File: src/rtl/fetch_queue.sv
// Instruction fetch queue: issues sequential reads to instruction memory and
// buffers returned words with their addresses until decode accepts them.
module fetch_queue #(
   parameter int DEPTH = 4,
   parameter int AW    = 7
) (
   input  logic                     clk,
   input  logic                     reset,
   output logic                     imem_req,
   output logic [AW-1:0]            imem_addr,
   input  logic [31:0]              imem_rdata,
   input  logic                     redirect,
   input  logic [AW-1:0]            redirect_pc,
   output logic                     id_valid,
   output logic [31:0]              id_instr,
   output logic [AW-1:0]            id_pc_inc,
   input  logic                     id_ready,
   output logic [$clog2(DEPTH):0]   count
);

   localparam int PW = $clog2(DEPTH);
   localparam int CW = PW + 1;

   typedef struct packed {
      logic [31:0]   instr;
      logic [AW-1:0] pc;
   } entry_t;

   entry_t          mem_q [DEPTH];
   logic [AW-1:0]   fetch_pc_q, fetch_pc_d;
   logic [AW-1:0]   pending_pc_q, pending_pc_d;
   logic            pending_q, pending_d;
   logic [PW-1:0]   wr_ptr_q, wr_ptr_d;
   logic [PW-1:0]   rd_ptr_q, rd_ptr_d;
   logic [CW-1:0]   count_q, count_d;

   logic            issue, push, pop, nonempty;
   logic [CW:0]     credit;
   entry_t          head;

   // Outstanding request counts against capacity so a response always has a slot.
   assign credit   = {1'b0, count_q} + (CW+1)'(pending_q);
   assign nonempty = (count_q != '0);
   assign issue    = !reset && !redirect && (credit < (CW+1)'(DEPTH));
   assign push     = !reset && !redirect && pending_q;
   assign pop      = !reset && !redirect && nonempty && id_ready;
   assign head     = mem_q[rd_ptr_q];

   assign imem_req  = issue;
   assign imem_addr = fetch_pc_q;
   assign id_valid  = !reset && nonempty;
   assign id_instr  = id_valid ? head.instr : 32'h0;
   assign id_pc_inc = id_valid ? head.pc + AW'(4) : '0;
   assign count     = reset ? '0 : count_q;

   always_comb begin
      fetch_pc_d   = fetch_pc_q;
      pending_d    = 1'b0;
      pending_pc_d = pending_pc_q;
      wr_ptr_d     = wr_ptr_q;
      rd_ptr_d     = rd_ptr_q;
      count_d      = count_q;
      if (redirect) begin
         // Word-align the target; anything in flight or buffered is dropped.
         fetch_pc_d = redirect_pc & ~AW'(3);
         wr_ptr_d   = '0;
         rd_ptr_d   = '0;
         count_d    = '0;
      end else begin
         if (issue) begin
            fetch_pc_d   = fetch_pc_q + AW'(4);
            pending_d    = 1'b1;
            pending_pc_d = fetch_pc_q;
         end
         if (push) wr_ptr_d = wr_ptr_q + PW'(1);
         if (pop)  rd_ptr_d = rd_ptr_q + PW'(1);
         case ({push, pop})
            2'b10:   count_d = count_q + CW'(1);
            2'b01:   count_d = count_q - CW'(1);
            default: count_d = count_q;
         endcase
      end
   end

   always_ff @(posedge clk) begin
      if (reset) begin
         fetch_pc_q   <= '0;
         pending_q    <= 1'b0;
         pending_pc_q <= '0;
         wr_ptr_q     <= '0;
         rd_ptr_q     <= '0;
         count_q      <= '0;
      end else begin
         fetch_pc_q   <= fetch_pc_d;
         pending_q    <= pending_d;
         pending_pc_q <= pending_pc_d;
         wr_ptr_q     <= wr_ptr_d;
         rd_ptr_q     <= rd_ptr_d;
         count_q      <= count_d;
      end
   end

   // Storage needs no reset: count gates visibility of every slot.
   always_ff @(posedge clk) begin
      if (push) mem_q[wr_ptr_q] <= '{instr: imem_rdata, pc: pending_pc_q};
   end

endmodule
File: config.mk
export PLATFORM = sky130hd
export DESIGN_NAME = fetch_queue
export DESIGN_NICKNAME = d
export VERILOG_FILES = /design/src/rtl/fetch_queue.sv
export SDC_FILE = /design/constraint.sdc
export NUM_CORES = 1
export LEC_CHECK = 0
export ABC_AREA = 1
export CAP_MARGIN = 20
export CELL_PAD_IN_SITES_DETAIL_PLACEMENT = 1
export CELL_PAD_IN_SITES_GLOBAL_PLACEMENT = 1
export CORE_AREA = 2 2 185 132
export CTS_BUF_LIST = sky130_fd_sc_hd__clkbuf_2 sky130_fd_sc_hd__clkbuf_4 sky130_fd_sc_hd__clkbuf_8
export CTS_CLUSTER_DIAMETER = 80
export DETAILED_ROUTE_END_ITERATION = 12
export DIE_AREA = 0 0 187 134
export MAX_ROUTING_LAYER = met4
export PLACE_DENSITY = 0.64
export SLEW_MARGIN = 20
export SYNTH_ARGS = -nofsm -noshare
export SYNTH_HDL_FRONTEND = slang
export SYNTH_SLANG_ARGS = --single-unit
File: constraint.sdc
create_clock -name clk -period 3.75 [get_ports clk]
set_input_delay 0.5625 -clock clk [delete_from_list [all_inputs] [get_ports clk]]
set_output_delay 0.5625 -clock clk [all_outputs]
set_load 0.01 [all_outputs]
==> metrics.yaml <==
drc_errors: 0
synthCells: 598
wl_per_cell_um: 16.9
yosysTopAreaCell: "edfxtp_1"
cpMostUsedCell: "inv_1"
cap_violations: 0
core_area_sq_um: 23300
cellLeakagePower_nw: 2.91
synth_area_leaders: "edfxtp_1 65%, nor2_1 8.7%, dfxtp_1 5.8%"
cts_hold_buffers: 0
async_flop_share: 0
final_net_count: 742
drt_iter0_drc: 190
io_pins: 94
total_power_mw: 3.40
grt_pass1_wl_mm: 27.6
grt_overflow: 0
track_usage: 0.148
required_ns: 3.19
hold_viol_final: 0
startpoint_type: "flip-flop"
postRouteAntennaNets: 0
cts_buffer_depth: 2
clk_pin_slew_ns: 0.08
endpoint_kind: "output port"
fmax_mhz: 292
place.port_buffers: 87
num_rows: 47
crit_buf_inv: 4
finalNonFillerCells: 1023
setup_viol: 0
ys.flop_type: "edfxtp_1"
start_util: 0.295
grt_max_degree: 40
htree_levels: 4
yosysWarnings: 0
n_fill_cell: 2592
first_global_vias: 5112
path_cells: "clkinv_1, nand3_1, nand2_1, inv_1, ha_1, inv_1, nor2_2, a21oi_1, nor2_1, clkdlybuf4s50_1"
yosysSeqAreaShare: 0.703
gp_congestion: 0.777
hold_path.class: "flip-flop to flip-flop"
cts_root_buf: "clkbuf_8"
critPathKind: "flip-flop to output port"
crit_fanout: 19
antenna_found_initial: 0
cp.arrival_ns: 2.86
numCtsBuffers: 17
powerDensity_nw_per_um2: 402
critical_path.top_delay_family: "buffers and inverters"
first_pass_iters: 4
die_area_sq_um: 25100
rsz0062_at_grt: "no"
synth_top_area_frac: 0.645
clk_latency_ns: 0.45
hpwl_mm: 11.1
die_w_um: 187
synth_edf_count: 148
tritoncts: "done"
via_count: 4663
die_h_um: 134
ir_drop_mv: 0.199
finClkSkew_ns: 0.0108
clock_sinks: 168
dp_cells: 990
drive_gt1_frac: 0.0895
yosysUniqueCellTypes: 28
fin_crit_ns: 3.43
slew_viol_final: 0
cpPeakStageDelay_ns: 0.55
synth_seq_cells: 168
syn_area_sq_um: 6890
tns_ns: 0
post-route-period-util: 0.914
postCtsSetupBuffers: 0
status: "finished, final reports clean"
avgViaCountPerCell: 4.56
areaGrowthSynthToFinish_pct: 22.8
syn_area_per_cell_sq_um: 11.5
wl_mm: 17.2
slowest_stage: "clkdlybuf4s50_1"
-- synthesized netlist by cell type, types with 6 or more instances --
cell type	count
o21ai_0	39
nand3_1	17
o21ai_1	33
edfxtp_1	148
clkbuf_1	6
a21oi_1	43
buf_6	11
dfxtp_1	20
ha_1	7
inv_1	28
buf_2	9
nor2_1	159
nand2_1	51
-- worst paths after layout --
| check | slack, ns | depth (start not counted) | to | startpoint |
|---|---|---|---|---|
| setup reg to reg | 1.66 | 8 | count_q[2] | pending_q |
| hold / removal | 0.47 | 2 | flip-flop | rd_ptr_q[1] |
| setup / recovery | 0.32 | 10 | id_pc_inc[6] | flip-flop |
| hold reg to reg | 0.47 | 2 | flip-flop | rd_ptr_q[1] |
-- layout by cell type (no fill, tap or decap) --
cell type        count
conb_1               4
nor2_1             155
inv_2                2
inv_6                3
dfxtp_4              1
ha_1                 7
nand2_1             50
inv_8                1
nor2_2               2
clkinv_1             2
clkinv_4             2
dfxtp_1             18
clkdlybuf4s50_1     87
clkbuf_4             1
nand2_2              3
clkinvlp_4           2
buf_4               17
diode_2              1
o211ai_1             2
a21oi_1             43
nand3_2              1
dfxtp_2              1
edfxtp_1           148
inv_1               27
nor3_1               1
nor2_4               5
a21boi_0             1
clkinv_2             3
o21ai_0             39
xnor2_1              4
clkbuf_8            17
clkinvlp_2           1
fa_1                 1
bufinv_16            1
nand3_1             17
xor2_1               2
o21ai_1             33
-- metal layers --
metal	up-vias	track usage	wire [um]
li1	2232	-	-
met1	2325	0.186	8100
met2	94	0.245	8380
met3	12	0.0327	599
met4	0	0.0366	161
met5	-	-	0
-- cells by family (layout without fill, tap and decap cells) --
| logic type | Yosys count | in the layout | share of synthesized area |
|---|---|---|---|
| compound gates | 118 | 118 | 0.0868 |
| xor+xnor | 6 | 6 | 0.00763 |
| fa+ha+maj | 8 | 8 | 0.0156 |
| buf+inv | 63 | 166 | 0.0518 |
| flops | 168 | 168 | 0.703 |
| other cells | 1 | 5 | 0.000544 |
| simple gates | 234 | 234 | 0.134 |
-- what timing repair did --
item | in CTS | in global routing
gates resized for setup | 1 | 0
setup endpoints to repair | 1 | 0
hold endpoints to repair | 0 | 0
-- tightest hold or removal path: stages (launching register included) --
cell	delay, ns
dfxtp_1	0.32
inv_1	0.05
a21oi_1	0.06
-- state kept, by name (all words and copies together), names as in the netlist, named ones only --
register and count:
count_q 3, imem_addr 5, mem_q 148, pending_pc_q 5
pending_q 1, rd_ptr_q 2, wr_ptr_q 2
-- final cells by class --
type,instances,area [sq um],area share
antenna,1,2.50,0.000296
clock buffer,18,241,0.0286
clock inverter,14,124,0.0146
inverter,30,113,0.0133
multi-input combinational,370,1730,0.205
sequential,168,4850,0.573
tap,318,398,0.0470
timing repair buffer,104,998,0.118
-- per-stage QoR --
| stage | worst slack, ns | utilization | hold WS (ns) | instance area, sq um |
|---|---|---|---|---|
| 2_1_floorplan | 0.773 | - | 0.433 | 6900 |
| 3_3_place_gp | 0.605 | 0.346 | 0.444 | 8090 |
| 3_5_place_dp | 0.519 | 0.346 | 0.450 | 8090 |
| 4_1_cts | 0.230 | 0.362 | 0.467 | 8450 |
| 5_1_grt | 0.129 | 0.362 | 0.506 | 8450 |
| 6_report | 0.323 | 0.362 | 0.468 | 8460 |
-- where the power goes --
group / switching [mW] / leakage, nW / internal (mW) / total, mW
sequential: 0.0142 / 1.51 / 2.05 / 2.06
clock: 0.670 / 0.183 / 0.536 / 1.21
combinational: 0.0685 / 1.22 / 0.0665 / 0.135
(Power assumes the default switching activity.)
==> edit 1, RTL diff (same settings) <==
`pending_pc_q` no longer has a reset.
--- a/src/rtl/fetch_queue.sv
+++ b/src/rtl/fetch_queue.sv
@@ -86,18 +86,20 @@
       if (reset) begin
          fetch_pc_q   <= '0;
          pending_q    <= 1'b0;
-         pending_pc_q <= '0;
          wr_ptr_q     <= '0;
          rd_ptr_q     <= '0;
          count_q      <= '0;
       end else begin
          fetch_pc_q   <= fetch_pc_d;
          pending_q    <= pending_d;
-         pending_pc_q <= pending_pc_d;
          wr_ptr_q     <= wr_ptr_d;
          rd_ptr_q     <= rd_ptr_d;
          count_q      <= count_d;
       end
+   end
+
+   always_ff @(posedge clk) begin
+      pending_pc_q <= pending_pc_d;
    end
 
    // Storage needs no reset: count gates visibility of every slot.
Check against the original RTL: same outputs for any inputs over 4 cycles, from zero or initial values and one cycle with reset high; that may be too few to reach the edited logic, so the function may still have changed.
==> edit 1 against the original RTL <==
Cell area about the same. Area after synthesis down 0.27%. Count of clock-buffer cells in the layout up 2. Wire length down 1.7%. Power down 0.19%. Synthesized cell count down 2.0%. Sequential cell count unchanged. Largest power group unchanged. Setup slack better by 0.10 ns.
==> edit 1: results (changes against the original RTL) <==
Cells and area
  – Fill cell count: 2589 (-0.12%)
  – Layout clock area frac: 4.26% (-0.057 points)
  – Ant diodes: 0 (-1)
  – Multi-In Gates: 360 (-2.7%)
  – Layout cells sized above 1: 9.37% (+0.42 points)
  – Nets: 732 (-1.3%)
  – Signal buffers share of area: 11.8% (about the same)
  – Register area: 4900 sq um (+1.0%)
  – CLK BUF: 20 (+2)
  – Multi-input combinational area share: 19.9% (-0.54 points)

Critical path
  – Delay of the slowest critical-path stage: 0.58 ns (+0.03 ns)
  – FF-to-FF path depth: 11 (+3)
  – Crit Path Max Fanout: 14 (-5)

Yosys
  – Largest cells by area after synthesis: edfxtp_1, nor2_1, dfxtp_1, a21oi_1, nand2_1
  – Commonest cells in the synthesized netlist: nor2_1, edfxtp_1, nand2_1
  – Register area share after synthesis: 71.3% (+0.92 points)
  – Syn Area/Cell: 11.7 sq um (+1.8%)
  – Number of flops mapped to enable cells by yosys: 153 (+3.4%)

Run status
  – Run status: completed

Routing
  – Wire length per cell: 16.7 microns (-0.65%)
  – Via density: 4.56 (about the same)

Power and ir drop
  – Power Density: 402 nW/um^2 (-0.15%)
  – Peak supply drop: 0.000214 V (+7.4%)
  – Leakage: 2.92 nW (+0.22%)
  – Pint: 2.67 mW (+0.74%)

Placed design
  – Worst slack, placed: 0.455 ns (-0.0636 ns)
  – Gpl congestion: 0.729 (-6.2%)
  – Placed insts: 980 (-1.0%)
  – Placement Cell Area: 8090 sq um (about the same)
  – Dpl hpwl: 11000 microns (-0.73%)

STA
  – Clk_skew: 0.0119 ns (+0.00116 ns)
  – Slew @ Worst Pin: 0.527 ns

Global routing
  – Tot GR Track Use: 14.6% (-0.20 points)
  – Largest net degree at the start of global routing: 39 (-2.5%)
  – Vias in the first global route: 5108 (-0.078%)
-- edit 1: changes by cell type after synthesis, moves of 2 or more --
cell      delta
a21oi_1      -3
buf_6        -2
inv_2        +3
o21ai_0      -2
nor2_1       -5
dfxtp_1      -5
edfxtp_1     +5
inv_1        -3
-- edit 1: per-layer routing --
metal	up-vias	part of all wire (%)	global-route usage (%)
met1	2323	46	17.8
met3	10	3.8	3.72
met4	0	0.64	3.13
li1	2190	-	-
met2	93	50	24.7
met5	-	0	-
-- edit 1: per-stage QoR --
step	hold WS (ns)	total power, mW
floorplan	0.433	2.16
CTS	0.487	3.43
detailed placement	0.474	2.26
finish	0.494	3.40
global route	0.508	3.52
global placement	0.440	2.25
-- edit 1: what timing repair did --
item                                   4_1_cts  5_1_grt
resized for setup                            0        1
endpoints found under the hold margin        0        0
setup endpoints to repair                    0        1
-- edit 1: kinds of logic after synthesis --
logic type               count (synthesis)  share of synthesized area [%]
AND/OR/NAND/NOR                        227                           13.0
adder cells (fa/ha/maj)                  8                           1.57
XOR/XNOR                                 5                          0.638
other                                    1                         0.0546
flip-flops                             168                           71.3
buffers and inverters                   61                           4.86
AO/OA/AOI/OAI                          116                           8.65
-- edit 1: final timing paths --
path                            startpoint      endpoint  slack [ns]
worst max-delay path                  flop  id_pc_inc[4]        0.43
worst min-delay path            count_q[0]    count_q[0]        0.49
worst min register to register  count_q[0]    count_q[0]        0.49
worst max register to register  count_q[0]    count_q[2]        1.77
-- edit 1: worst reg2reg max path, cell delays in order, from the launching register on --
cell and delay [ns]:
dfxtp_1 0.38, inv_1 0.11, nand3_1 0.13, nand3_1 0.11, inv_2 0.09, ha_1 0.14, inv_1 0.07, fa_1 0.38
a21oi_1 0.14, o21ai_0 0.11, xor2_1 0.15, nor2_1 0.05
==> edit 2, RTL diff (same settings) <==
Made on the original files. Set the parameter `DEPTH` to 8 (it was 4).
--- a/src/rtl/fetch_queue.sv
+++ b/src/rtl/fetch_queue.sv
@@ -1,7 +1,7 @@
 // Instruction fetch queue: issues sequential reads to instruction memory and
 // buffers returned words with their addresses until decode accepts them.
 module fetch_queue #(
-   parameter int DEPTH = 4,
+   parameter int DEPTH = 8,
    parameter int AW    = 7
 ) (
    input  logic                     clk,
Ports: changed (resized count); port bits go from 94 to 95. The function was not compared with the original's and may differ.
==> edit 2 against the original RTL <==
Register-to-register slack worse by 0.21 ns. First-iteration DRC count grew to 2.8 times the old value. Die area is the same. Clock skew up 0.0087 ns. Clock power is 120% higher. Setup slack worse by 0.13 ns. Area after synthesis up 87%. Power grew 99%. Non-clock buffer count grew 9. Sequential cell count up 152. Utilization up 28 points. Cell area is 78% higher. Wire length rose by 91%. Largest power group unchanged.
==> edit 2: results (changes against the original RTL) <==
Run status
  – Run status: completed

Critical path
  – R2r endpoint: count_q[2]
  – Crit path DAT: 2.99 ns (+0.13 ns)
  – Critical path class: reg2out
  – R2R Setup Slk: 1.45 ns (-0.21 ns)
  – FF-to-FF path depth: 11 (+3)
  – Crit Path Max Fanout: 29 (+10)
  – Worst r2r src: count_q[2]

Yosys
  – XOR/XNOR share of the synthesized area: 0.341% (-0.42 points)
  – Synth unique cells: 31 (+11%)
  – Compound-cell area share of the yosys netlist: 10.8% (+2.1 points)
  – Adder-cell area share of the yosys netlist: 0.681% (-0.88 points)
  – Commonest cells in the synthesized netlist: edfxtp_1, nor2_1, o21ai_0
  – Number of flops mapped to enable cells by yosys: 296 (+100%)
  – Cell count after synthesis: 1069 (+79%)
  – Largest cells by area after synthesis: edfxtp_1, nor2_1, o21ai_0, dfxtp_1, nand2_1
  – Mux share of post-synthesis cell area: 0% (unchanged)
  – Register area share after synthesis: 72.9% (+2.5 points)

Placed design
  – Placement Cell Area: 14200 sq um (+76%)
  – Gpl congestion: 0.739 (-5.0%)
  – Worst slack, placed: 0.636 ns (+0.117 ns)
  – Dpl hpwl: 18300 microns (+65%)
  – Number of buffers added on ports: 88 (+1.1%)
  – Placed insts: 1437 (+45%)

Clock tree
  – Clock latency on the worst-skew pair: 0.56 ns (+0.11 ns)
  – Clock buffer count from CTS: 48 (+31)
  – Longest Clk Path Bufs: 3 (+1)
  – Worst-path clk slew: 0.06 ns (-0.02 ns)
  – Root Driver: clkbuf_8
  – CTS H-tree lvls: 2 (-2)

Global routing
  – Tot GR Track Use: 27.4% (+13 points)
  – Vias in the first global route: 9206 (+80%)
  – Antenna violations before repair: 0 (unchanged)
  – Largest net degree at the start of global routing: 68 (+70%)
  – First-pass GRT wire length: 51100 microns (+85%)

Cells and area
  – Largest register FFs: 296 (+100%)
  – Layout cells sized above 1: 9.60% (+0.65 points)
  – Ant diodes: 0 (-1)
  – Nets: 1219 (+64%)

Routing
  – Initial DRC Count: 535 (+180%)
  – Wire length per cell: 21.7 microns (+29%)
  – Via density: 5.73 (+26%)
  – Drt total wl: 32900 microns (+91%)
  – Pre-Repair DR Iteration Count: 5 (+1)

STA
  – Hold slack: 0.494 ns (+0.0258 ns)
  – Clk_skew: 0.0195 ns (+0.00869 ns)

Power and ir drop
  – Peak supply drop: 0.000326 V (+64%)
  – Leakage: 5.16 nW (+77%)

Worst hold path
  – Hold_sp: wr_ptr_q[0]
  – Min-Delay Path Class: reg2reg
  – Worst Hold Depth: 2 (unchanged)
-- edit 2: worst max-delay path: stages (launching register included) --
cell	delay, ns
dfxtp_4	0.48
buf_6	0.29
nand2_1	0.09
nand3_1	0.09
nand3_1	0.09
nand2_1	0.13
clkinv_1	0.10
ha_1	0.21
inv_1	0.07
nor2_2	0.07
nand3_1	0.07
nand2_1	0.05
nor2_1	0.11
clkdlybuf4s50_1	0.58
-- edit 2: how the worst max path moves through the flow --
stage                    to  cells after the start  slack (ns)
2_1_floorplan  mem_q[1][10]                      8        0.32
6_report       id_pc_inc[6]                     13        0.20
3_5_place_dp    id_instr[3]                      6        0.64
3_3_place_gp    id_instr[3]                      6        0.70
5_1_grt        id_pc_inc[4]                     11        0.02
4_1_cts        id_pc_inc[6]                     11        0.06
-- edit 2: power breakdown --
| part | internal, mW | switching, mW |
|---|---|---|
| registers | 3.91 | 0.0156 |
| logic | 0.0839 | 0.125 |
| clock network | 1.36 | 1.28 |
| total | 5.35 | 1.42 |
-- edit 2: layout make-up --
type | instances | area, sq um
multi-input combinational | 630 | 3000
clock buffer | 65 | 795
tap | 318 | 398
fill | 2329 | 8260
inverter | 56 | 215
timing repair buffer | 113 | 1240
sequential | 320 | 9370
clock inverter | 14 | 65.1
-- edit 2: per-layer routing --
layer | vias up | track usage (%) | part of all wire, %
met5 | - | - | 0
met4 | 0 | 8.11 | 2.1
met3 | 71 | 3.98 | 4.4
met2 | 222 | 45.7 | 49
met1 | 4399 | 35.4 | 44
li1 | 3990 | - | -
-- edit 2: repair_timing --
| item | 4_1_cts | 5_1_grt |
|---|---|---|
| resized for setup | 0 | 3 |
| endpoints found under the setup margin | 0 | 2 |
| endpoints found under the hold margin | 0 | 0 |
